===== config.mk =====
export PLATFORM = sky130hd
export DESIGN_NAME = bin_to_7seg_display
export DESIGN_NICKNAME = d
export VERILOG_FILES = /design/src/rtl/seg7_pkg.sv /design/src/rtl/seg7_digit_enc.sv /design/src/rtl/bin_to_7seg_display.sv
export SDC_FILE = /design/constraint.sdc
export NUM_CORES = 1
export LEC_CHECK = 0
export CAP_MARGIN = 15
export CORE_MARGIN = 4
export CORE_UTILIZATION = 26
export DETAILED_ROUTE_END_ITERATION = 8
export PLACE_DENSITY_LB_ADDON = 0.12
export SLEW_MARGIN = 20
export SYNTH_ARGS = -nofsm -noshare
export SYNTH_HDL_FRONTEND = slang
export SYNTH_HIERARCHICAL = 1
export SYNTH_SLANG_ARGS = --single-unit

===== constraint.sdc =====
create_clock -name CLK -period 4.6 [get_ports CLK]
set_input_delay 0.46 -clock CLK [delete_from_list [all_inputs] [get_ports CLK]]
set_output_delay 0.46 -clock CLK [all_outputs]
set_load 0.02 [all_outputs]

===== src/rtl/seg7_pkg.sv =====
// Shared glyph constants and FSM state type for the binary-to-seven-segment display path.
// Glyphs are active-low, bit order {g,f,e,d,c,b,a}.
package seg7_pkg;

  localparam logic [6:0] SEG_0     = 7'b1000000;
  localparam logic [6:0] SEG_1     = 7'b1111001;
  localparam logic [6:0] SEG_2     = 7'b0100100;
  localparam logic [6:0] SEG_3     = 7'b0110000;
  localparam logic [6:0] SEG_4     = 7'b0011001;
  localparam logic [6:0] SEG_5     = 7'b0010010;
  localparam logic [6:0] SEG_6     = 7'b0000010;
  localparam logic [6:0] SEG_7     = 7'b1111000;
  localparam logic [6:0] SEG_8     = 7'b0000000;
  localparam logic [6:0] SEG_9     = 7'b0010000;
  localparam logic [6:0] SEG_DASH  = 7'b0111111;
  localparam logic [6:0] SEG_BLANK = 7'b1111111;

  typedef enum logic [1:0] {
    ST_IDLE,
    ST_SHIFT,
    ST_UPDATE
  } state_t;

  // Map one BCD digit to its glyph; codes 10..15 never come out of the converter and show a dash.
  function automatic logic [6:0] glyph(input logic [3:0] d);
    logic [6:0] g;
    case (d)
      4'd0:    g = SEG_0;
      4'd1:    g = SEG_1;
      4'd2:    g = SEG_2;
      4'd3:    g = SEG_3;
      4'd4:    g = SEG_4;
      4'd5:    g = SEG_5;
      4'd6:    g = SEG_6;
      4'd7:    g = SEG_7;
      4'd8:    g = SEG_8;
      4'd9:    g = SEG_9;
      default: g = SEG_DASH;
    endcase
    return g;
  endfunction

endpackage


===== src/rtl/seg7_digit_enc.sv =====
// One decimal digit to one active-low seven-segment glyph, with a blank override
// used by the leading-zero suppression chain in the top level.
module seg7_digit_enc
  import seg7_pkg::*;
(
  input  logic [3:0] bcd,
  input  logic       blank,
  output logic [6:0] seg
);

  // Blank wins over the digit value; otherwise look up the glyph.
  always_comb begin
    seg = SEG_BLANK;
    if (!blank) begin
      seg = glyph(bcd);
    end
  end

endmodule


===== src/rtl/bin_to_7seg_display.sv =====
// Iterative binary-to-decimal converter (double-dabble, one bit per clock) driving
// DIGITS active-low seven-segment displays with leading-zero blanking and overflow dashes.
// Flow: IDLE -> SHIFT (BIN_W cycles) -> UPDATE (1 cycle) -> IDLE.
module bin_to_7seg_display
  import seg7_pkg::*;
#(
  parameter int BIN_W    = 8,
  parameter int DIGITS   = 3,
  parameter int BLANK_LZ = 1,
  parameter int AUTO     = 0
) (
  input  logic                CLK,
  input  logic                RST,
  input  logic [BIN_W-1:0]    VALUE,
  input  logic                LOAD,
  output logic                BUSY,
  output logic                DONE,
  output logic                OVF,
  output logic [7*DIGITS-1:0] SEG
);

  localparam int CNT_W = $clog2(BIN_W + 1);
  localparam int BCD_W = 4 * DIGITS;
  // Compare width is at least 32 so 10**DIGITS-1 always fits, even for narrow VALUE.
  localparam int CMP_W = (BIN_W > 32) ? BIN_W : 32;
  localparam logic [CMP_W-1:0] MAX_DEC = CMP_W'(10 ** DIGITS - 1);
  localparam logic [CNT_W-1:0] CNT_LOAD = CNT_W'(BIN_W);
  localparam logic [CNT_W-1:0] CNT_ONE  = CNT_W'(1);

  state_t               state;
  logic [CNT_W-1:0]     cnt;
  logic [BIN_W-1:0]     bin_sr;
  logic [BIN_W-1:0]     val_lat;
  logic [BIN_W-1:0]     last_val;
  logic [BCD_W-1:0]     bcd;
  logic                 ovf_pend;
  logic                 start;
  logic [DIGITS-1:0]    blank_d;
  logic [7*DIGITS-1:0]  seg_enc;

  // Add 3 to every nibble that is 5 or more, ahead of the left shift.
  function automatic logic [BCD_W-1:0] add3(input logic [BCD_W-1:0] b);
    logic [BCD_W-1:0] r;
    r = b;
    for (int k = 0; k < DIGITS; k++) begin
      if (b[4*k +: 4] >= 4'd5) begin
        r[4*k +: 4] = b[4*k +: 4] + 4'd3;
      end
    end
    return r;
  endfunction

  // Start request: explicit LOAD, or in AUTO mode any difference from the last converted value.
  always_comb begin
    start = LOAD;
    if (AUTO != 0 && VALUE != last_val) begin
      start = 1'b1;
    end
  end

  // Leading-zero chain walked from the top digit down; digit 0 is never blanked.
  always_comb begin
    logic run;
    run = (BLANK_LZ != 0);
    blank_d = '0;
    for (int k = DIGITS - 1; k >= 0; k--) begin
      run = run && (bcd[4*k +: 4] == 4'd0);
      blank_d[k] = run && (k > 0);
    end
  end

  for (genvar g = 0; g < DIGITS; g++) begin : g_enc
    seg7_digit_enc u_enc (
      .bcd   (bcd[4*g +: 4]),
      .blank (blank_d[g]),
      .seg   (seg_enc[7*g +: 7])
    );
  end

  // Control FSM with registered BUSY/DONE/OVF/SEG; reset returns the displays to dashes.
  always_ff @(posedge CLK) begin
    if (RST) begin
      state    <= ST_IDLE;
      cnt      <= '0;
      BUSY     <= 1'b0;
      DONE     <= 1'b0;
      OVF      <= 1'b0;
      SEG      <= {DIGITS{SEG_DASH}};
      last_val <= '0;
    end else begin
      DONE <= 1'b0;
      case (state)
        ST_IDLE: begin
          if (start) begin
            state <= ST_SHIFT;
            cnt   <= CNT_LOAD;
            BUSY  <= 1'b1;
          end
        end
        ST_SHIFT: begin
          cnt <= cnt - CNT_ONE;
          if (cnt == CNT_ONE) begin
            state <= ST_UPDATE;
          end
        end
        ST_UPDATE: begin
          SEG      <= ovf_pend ? {DIGITS{SEG_DASH}} : seg_enc;
          OVF      <= ovf_pend;
          DONE     <= 1'b1;
          BUSY     <= 1'b0;
          last_val <= val_lat;
          state    <= ST_IDLE;
        end
        default: state <= ST_IDLE;
      endcase
    end
  end

  // Shift/BCD datapath: load on the start edge, one add-3-and-shift step per SHIFT cycle.
  always_ff @(posedge CLK) begin
    if (state == ST_IDLE && start) begin
      bin_sr   <= VALUE;
      val_lat  <= VALUE;
      bcd      <= '0;
      ovf_pend <= (CMP_W'(VALUE) > MAX_DEC);
    end else if (state == ST_SHIFT) begin
      {bcd, bin_sr} <= {add3(bcd), bin_sr} << 1;
    end
  end

endmodule


==> results of run 1 <==
power groups by stage:
stage / combinational [mW] / clock, mW / sequential (mW)
after global placement: 0.152 / 0 / 0.503
after detailed placement: 0.154 / 0 / 0.502
after CTS: 0.155 / 0.300 / 0.492
after global routing: 0.176 / 0.313 / 0.499
after floorplan: 0.130 / 0 / 0.490
final: 0.153 / 0.281 / 0.492
cells in the final DEF, fill, tap and decap left out, types with 6 or more instances in the layout:
master           Yosys  final
a21oi_1             22     22
clkbuf_8             0      7
clkdlybuf4s50_1      0     33
conb_1               1      9
dfxtp_1             41     41
edfxtp_1             8      8
ha_1                24     24
inv_1               18     18
mux2_2              10     10
nand2_1             16     16
nand2b_1            13     13
nor2_1              22     22
o21ai_0             17     17
o21bai_1             6      6
o22a_1              19     19
o22ai_1              8      8
routing by layer:
metal,vias to the layer above,share of wire
met2,41,0.41
li1,1065,-
met4,0,0.011
met3,5,0.052
met5,-,0
met1,903,0.53
flip-flops by register name, summed over array words and instances, names as in the netlist:
signal / count
SEG: 21
bcd: 12
bin_sr: 8
cnt: 4
state: 2
BUSY: 1
DONE: 1
worst max-delay path by stage:
| stage | end | cells after the start |
|---|---|---|
| finish | SEG[12]$_SDFFE_PP1P_ | 7 |
| global placement | bin_sr[4]$_DFFE_PP_ | 3 |
| CTS | SEG[12]$_SDFFE_PP1P_ | 7 |
| global route | SEG[7]$_SDFFE_PP1P_ | 7 |
| detailed placement | bin_sr[2]$_DFFE_PP_ | 3 |
| floorplan | SEG[10]$_SDFFE_PP1P_ | 7 |
cell type report:
| cell class | instances | area (um^2) | share of cell area |
|---|---|---|---|
| clock buffer | 7 | 96.3 | 0.0298 |
| clock inverter | 1 | 5.00 | 0.00155 |
| inverter | 19 | 71.3 | 0.0221 |
| multi-input combinational | 210 | 1480 | 0.459 |
| sequential | 49 | 1060 | 0.328 |
| tap | 133 | 166 | 0.0515 |
| timing repair buffer | 35 | 349 | 0.108 |
critical path, delay by kind of cell (launching register included):
kind	cells	cell delay (ns)
adders and majority gates	1	0.21
buffers and inverters	1	0.13
AOI/OAI and AO/OA	3	0.35
and+or+nand+nor	2	1.14
DFF	1	0.40
cell families (layout without fill, tap and decap cells):
logic type	count (synthesis)	in the layout
AOI/OAI and AO/OA	87	87
and+or+nand+nor	74	74
DFF	49	49
buffers and inverters	37	62
adders and majority gates	24	24
muxes	11	11
xor gates and xnor gates	5	5
other	1	9
==> reports/qor.csv, run 1 <==
metric;value;unit
relSlewSlack;0.367;
synth_top_cell_area_share;0.304;
final_cell_area;0.00323;mm^2
start_util;0.271;
power_frac_clock;0.304;
period_minus_slack;2.29;ns
fp-row-count;36;
worst_ep_required_time;4.85;ns
cts_hold_buffers;0;
die_h;110;um
ant_nets;0;
setup_tns;0;ns
crit_start;bcd[9]$_SDFFE_PP0P_;
synthesis.area;0.00270;mm^2
worst_setup_path_start_kind;register;
ys_types;42;
setup_viol;0;
cpPeakStageDelay;0.77;ns
fillers;1036;
synth_compound_area_frac;0.217;
fmax;437;MHz
use_met2;0.145;
worstPathArrival;2.54;ns
min_path_cells;2;
via_count;2014;
place_ws;1.92;ns
synth_area_leaders;dfxtp_1, ha_1, edfxtp_1, o22a_1, mux2_2;
synth_simple_gate_area_frac;0.146;
crit_type;register to register;
cts_tree;built;
r2r-start;bcd[9]$_SDFFE_PP0P_;
netlist_instances;288;
seq_power_share;0.531;
worst_skew_pair.late_latency;0.30;ns
status;finished clean;
cts_buffers;5;
finalMaxSlewViolations;0;
timing.rr.end;SEG[12]$_SDFFE_PP1P_;
cts-root-buf;clkbuf_8;
combPwrFrac;0.165;
cp_slowest_cell;nor3b_1;
drive_gt1_frac;0.0810;
synth_ff_type;dfxtp_1;
synth-seq-cells;49;
post_drt_via_cell_ratio;4.44;
rsz0062_at_grt;no;
hold_class;register to register;
r2r_slack;2.31;ns
p_sw;0.254;mW
drtIter0Drc;53;
core_area;0.00995;mm^2
synth_top_area_cell;dfxtp_1;
path_clk_slew;0.09;ns
gr-usage-met1;0.138;
r2r_cells;7;
synth_top_family_by_area;compound AO/OA/AOI/OAI gates;
worst_slew_pin_slew;0.949;ns
synth.most_common_cell;dfxtp_1;
cts_max_level;2;
synth_xor_area_frac;0.0162;
placement.io_buffers;33;
drt_first_pass_iters;4;
path_cells;inv_1 > ha_1 > nor3b_1 > and3_1 > a21oi_1 > o21ai_0 > o22a_1;
p_leak;1.18;nW
grt_max_degree;27;
drc;0;
period_share;0.498;
utilization;0.325;
synthAdderAreaFrac;0.111;
busiest_layer;met2;
drv_cap;0;
top_level_ports;35;
antenna_found_initial;0;
yosys_warnings;6;
netlist_top_cells_count;dfxtp_1, ha_1, a21oi_1, nor2_1, o22a_1;
syn2layout_area_growth;19.6;%
final_nets;355;
crit_fanout;9;
hold_viol_final;0;
crit_path_end_kind;register;
syn_area_per_cell;9.38;um^2
antenna_cells;0;
routed_wl;5.49;mm
ir_drop;0.114;mV
min_to;bcd[0]$_SDFFE_PP0P_;
post_cts_resized;0;
gr-usage-met3;0.0247;
min_from;bin_sr[7]$_DFFE_PP_;
fin_cells;454;
overflow;0;
dieArea;0.0121;mm^2
skew;0.00391;ns
synthArstFlopShare;0;
setup_slack;2.31;ns
dp_cells;445;
routedWlPerCell;12.1;um
clock_path_buffers;2;
clock_sinks;49;
synth_edf_count;8;
grt_usage;0.0979;
grt_pass1_wl;9.26;mm
dpl_cell_area;0.00312;mm^2
synth.area.mux_share;0.0454;
gp_congestion;0.728;
p_total;0.926;mW
die_x;110;um
cts_setup_buffers;0;
p_sw_frac;0.275;
first_global_vias;1894;
powerDensity;287;mW/mm^2
hpwl;3.84;mm
whs;0.457;ns
p_int;0.672;mW
seq_area_frac_synth;0.393;
Power figures use the tool's default switching activity.
==> run 2, diff against run 1 <==
==> constraint.sdc (replaced) <==
create_clock -name CLK -period 2.4 [get_ports CLK]
set_input_delay 0.24 -clock CLK [delete_from_list [all_inputs] [get_ports CLK]]
set_output_delay 0.24 -clock CLK [all_outputs]
set_load 0.02 [all_outputs]
==> run 2 against run 1 <==
Critical path depth decreased by 1. First-iteration DRC count is 21% higher. Core utilization up 0.69 points. Combinational power up 97%.
==> reports/qor.csv, run 2 (same netlist as run 1, synthesis figures left out) <==
metric;value;unit
status;finished clean;
crit_fanout;8;
use_met2;0.155;
drv_cap;0;
gr-usage-met1;0.150;
hold_class;register to register;
overflow;0;
gp_congestion;0.706;
gr-usage-met3;0.0188;
grt_pass1_wl;9.96;mm
cts_setup_buffers;0;
antenna_found_initial;0;
cts_buffers;5;
path_clk_slew;0.10;ns
core_area;0.00995;mm^2
top_level_ports;35;
cts_hold_buffers;0;
drt_first_pass_iters;4;
die_x;110;um
start_util;0.271;
grt_usage;0.104;
first_global_vias;1972;
setup_tns;0;ns
mostFrequentLayoutCells;dfxtp_1, clkdlybuf4s50_1, ha_1;
die_h;110;um
worst_slew_pin_slew;0.574;ns
clock_sinks;49;
period_minus_slack;1.83;ns
p_leak;1.23;nW
clock_path_buffers;2;
grt_max_degree;20;
dieArea;0.0121;mm^2
whs;0.456;ns
routedWlPerCell;12.3;um
hpwl;4.06;mm
antenna_cells;0;
worst_setup_path_start_kind;register;
ant_nets;0;
largest_register_ffs;21;
regMostFlops;SEG;
skew;0.00983;ns
worstPathArrival;2.06;ns
placement.io_buffers;33;
worst_ep_required_time;2.63;ns
cts_max_level;2;
drc;0;
period_share;0.764;
post_drt_via_cell_ratio;4.40;
cts-root-buf;clkbuf_8;
drtIter0Drc;64;
powerDensity;540;mW/mm^2
crit_path_end_kind;register;
drive_gt1_frac;0.109;
busiest_layer;met2;
syn2layout_area_growth;22.2;%
rsz0062_at_grt;no;
crit_type;register to register;
reg.largest.list;SEG: 21 flops, bcd: 12 flops, bin_sr: 8 flops;
ir_drop;0.244;mV
setup_viol;0;
dp_cells;455;
finalMaxSlewViolations;0;
fp-row-count;36;
fin_cells;463;
relSlewSlack;0.617;
fmax;546;MHz
routed_wl;5.71;mm
post_cts_resized;0;
final_common_cell;dfxtp_1;
cts_tree;built;
via_count;2035;
worst_skew_pair.late_latency;0.30;ns
final_nets;364;
hold_viol_final;0;
[run 2: metal layers]
metal	vias to the layer above	wire length (um)	part of all wire
li1	1079	-	-
met1	918	3070	0.54
met2	34	2380	0.42
met3	4	218	0.038
met4	0	45	0.0079
met5	-	0	0
[run 2: report_power, final]
group	internal [mW]	total, mW	switching (mW)
Clock	0.261	0.539	0.278
Combinational	0.145	0.301	0.155
Sequential	0.886	0.943	0.0564
Total	1.29	1.78	0.489
[run 2: through the flow]
step	worst slack [ns]	utilization	cell area (um^2)	total power, mW
after floorplan	0.566	-	2730	1.19
after global placement	0.250	0.321	3190	1.27
after detailed placement	0.212	0.321	3190	1.27
after CTS	0.174	0.331	3290	1.82
after global routing	0.362	0.331	3300	1.90
final	0.567	0.331	3300	1.78
[run 2: worst paths after layout]
path | startpoint | to | slack (ns) | cells past startpoint
worst max-delay path | bcd[5]$_SDFFE_PP0P_ | bcd[6]$_SDFFE_PP0P_ | 0.57 | 6
worst min-delay path | bin_sr[7]$_DFFE_PP_ | bcd[0]$_SDFFE_PP0P_ | 0.46 | 2
worst max register to register | bcd[5]$_SDFFE_PP0P_ | bcd[6]$_SDFFE_PP0P_ | 0.57 | 6
worst min register to register | bin_sr[7]$_DFFE_PP_ | bcd[0]$_SDFFE_PP0P_ | 0.46 | 2
[run 2: layout make-up]
type / instances / area (um^2)
multi-input cells: 210 / 1490
inverters: 19 / 71.3
well taps: 133 / 166
clock inverters: 1 / 5.00
flip-flops and latches: 49 / 1060
clock buffers: 7 / 96.3
fillers: 1032 / 6660
repair buffers: 44 / 413
[run 2: worst max-delay path, stage by stage, from the launching register on]
cell,delay [ns]
dfxtp_1,0.48
inv_1,0.14
ha_1,0.20
nand2b_1,0.13
a21oi_1,0.30
mux2_2,0.37
o22ai_1,0.14
==> run 3, diff against run 2 <==
==> constraint.sdc (replaced) <==
create_clock -name CLK -period 1.85 [get_ports CLK]
set_input_delay 0.185 -clock CLK [delete_from_list [all_inputs] [get_ports CLK]]
set_output_delay 0.185 -clock CLK [all_outputs]
set_load 0.02 [all_outputs]
==> run 3 against run 2 <==
Worst setup slack got worse by 0.35 ns. Hold slack worse by 0.0034 ns. Final area rose by 1.6%. Core utilization rose by 0.53 points. Largest cell class unchanged. Largest power group unchanged.
==> reports/qor.csv, run 3 (same netlist as run 1, synthesis figures left out) <==
metric;value;unit
status;finished clean;
post_drt_via_cell_ratio;4.44;
crit_type;register to register;
die_h;110;um
cts_buffers;5;
worst_skew_pair.late_latency;0.30;ns
gp_congestion;0.713;
drtIter0Drc;113;
period_share;0.880;
syn2layout_area_growth;24.1;%
dieArea;0.0121;mm^2
routedWlPerCell;12.3;um
relSlewSlack;0.640;
top_layer_used;met4;
crit_fanout;6;
drc;0;
via_count;2092;
cts-root-buf;clkbuf_8;
hold_class;register to register;
clock_path_buffers;2;
fp-row-count;36;
fillers;1035;
cts_hold_buffers;0;
worst_ep_required_time;2.08;ns
grt_usage;0.104;
skew;0.00827;ns
drv_cap;0;
path_clk_slew;0.10;ns
final_common_cell;dfxtp_1;
largest_register_ffs;21;
ant_nets;0;
grt_pass1_wl;9.87;mm
first_global_vias;1973;
core_area;0.00995;mm^2
finalMaxSlewViolations;0;
reg.largest.list;SEG: 21 flops, bcd: 12 flops, bin_sr: 8 flops;
start_util;0.271;
drt_first_pass_iters;4;
met2WireLength;2.39;mm
setup_tns;0;ns
worstPathArrival;1.86;ns
crit_path_end_kind;register;
fmax;614;MHz
post_cts_resized;0;
worst_slew_pin_slew;0.539;ns
p_total;2.26;mW
period_minus_slack;1.63;ns
regMostFlops;SEG;
antenna_found_initial;0;
hpwl;4.19;mm
p_leak;1.26;nW
placement.io_buffers;33;
register_area;0.00106;mm^2
cts_tree;built;
cts_setup_buffers;0;
rsz0062_at_grt;no;
ir_drop;0.285;mV
cts_max_level;2;
powerDensity;675;mW/mm^2
met1Wirelength;3.01;mm
die_x;110;um
clock_sinks;49;
grt_max_degree;20;
routed_wl;5.77;mm
setup_viol;0;
hold_viol_final;0;
drive_gt1_frac;0.127;
top_level_ports;35;
final_nets;372;
worst_setup_path_start_kind;register;
multi_input_area;0.00148;mm^2
overflow;0;
antenna_cells;0;
wl_met3;293;um
mostFrequentLayoutCells;dfxtp_1, clkdlybuf4s50_1, ha_1;
[run 3: changes by cell type in the layout (fill, tap and decap cells not counted), sizes merged]
cell      previous run  this run
clkinvlp             0         1
clkinv               1         2
clkbuf               7         5
buf                 11        19
[run 3: per-stage QoR]
| step | cell area (um^2) | cells | setup slack [ns] | utilization | hold WS, ns |
|---|---|---|---|---|---|
| CTS | 3350 | 471 | 0.224 | 0.337 | 0.460 |
| detailed placement | 3270 | 463 | 0.160 | 0.328 | 0.435 |
| finish | 3350 | 471 | 0.222 | 0.337 | 0.453 |
| global route | 3350 | 471 | 0.0969 | 0.337 | 0.493 |
| global placement | 3270 | 463 | 0.172 | 0.328 | 0.436 |
| floorplan | 2730 | 296 | 0.0158 | - | 0.330 |
[run 3: path summary, 6_finish.rpt]
path,depth (start not counted),to,slack (ns),startpoint
setup / recovery,6,bcd[2]$_SDFFE_PP0P_,0.22,bcd[1]$_SDFFE_PP0P_
hold / removal,2,bcd[0]$_SDFFE_PP0P_,0.45,bin_sr[7]$_DFFE_PP_
setup reg to reg,6,bcd[2]$_SDFFE_PP0P_,0.22,bcd[1]$_SDFFE_PP0P_
hold reg to reg,2,bcd[0]$_SDFFE_PP0P_,0.45,bin_sr[7]$_DFFE_PP_
[run 3: area by class of cell]
cell class | instances | share of cell area
clock buffer | 5 | 0.0205
clock inverter | 3 | 0.00523
inverter | 19 | 0.0213
timing repair buffer | 52 | 0.145
tap | 133 | 0.0496
sequential | 49 | 0.317
multi-input combinational | 210 | 0.442
[run 3: layer usage]
layer | global-route usage | vias up
li1 | - | 1100
met4 | 0.0347 | 0
met5 | 0 | -
met3 | 0.0252 | 7
met1 | 0.148 | 950
met2 | 0.152 | 35
[run 3: worst max-delay path, cell delays in order (launching register included)]
cell and delay [ns]:
dfxtp_1 0.45, inv_1 0.11, ha_1 0.18, nand2b_1 0.13
a21oi_1 0.21, mux2_2 0.35, o22ai_1 0.13
[run 3: power by group]
part	switching (mW)	total [mW]	internal (mW)
clock network	0.369	0.631	0.262
logic	0.208	0.414	0.206
registers	0.0685	1.22	1.15
total	0.645	2.26	1.62
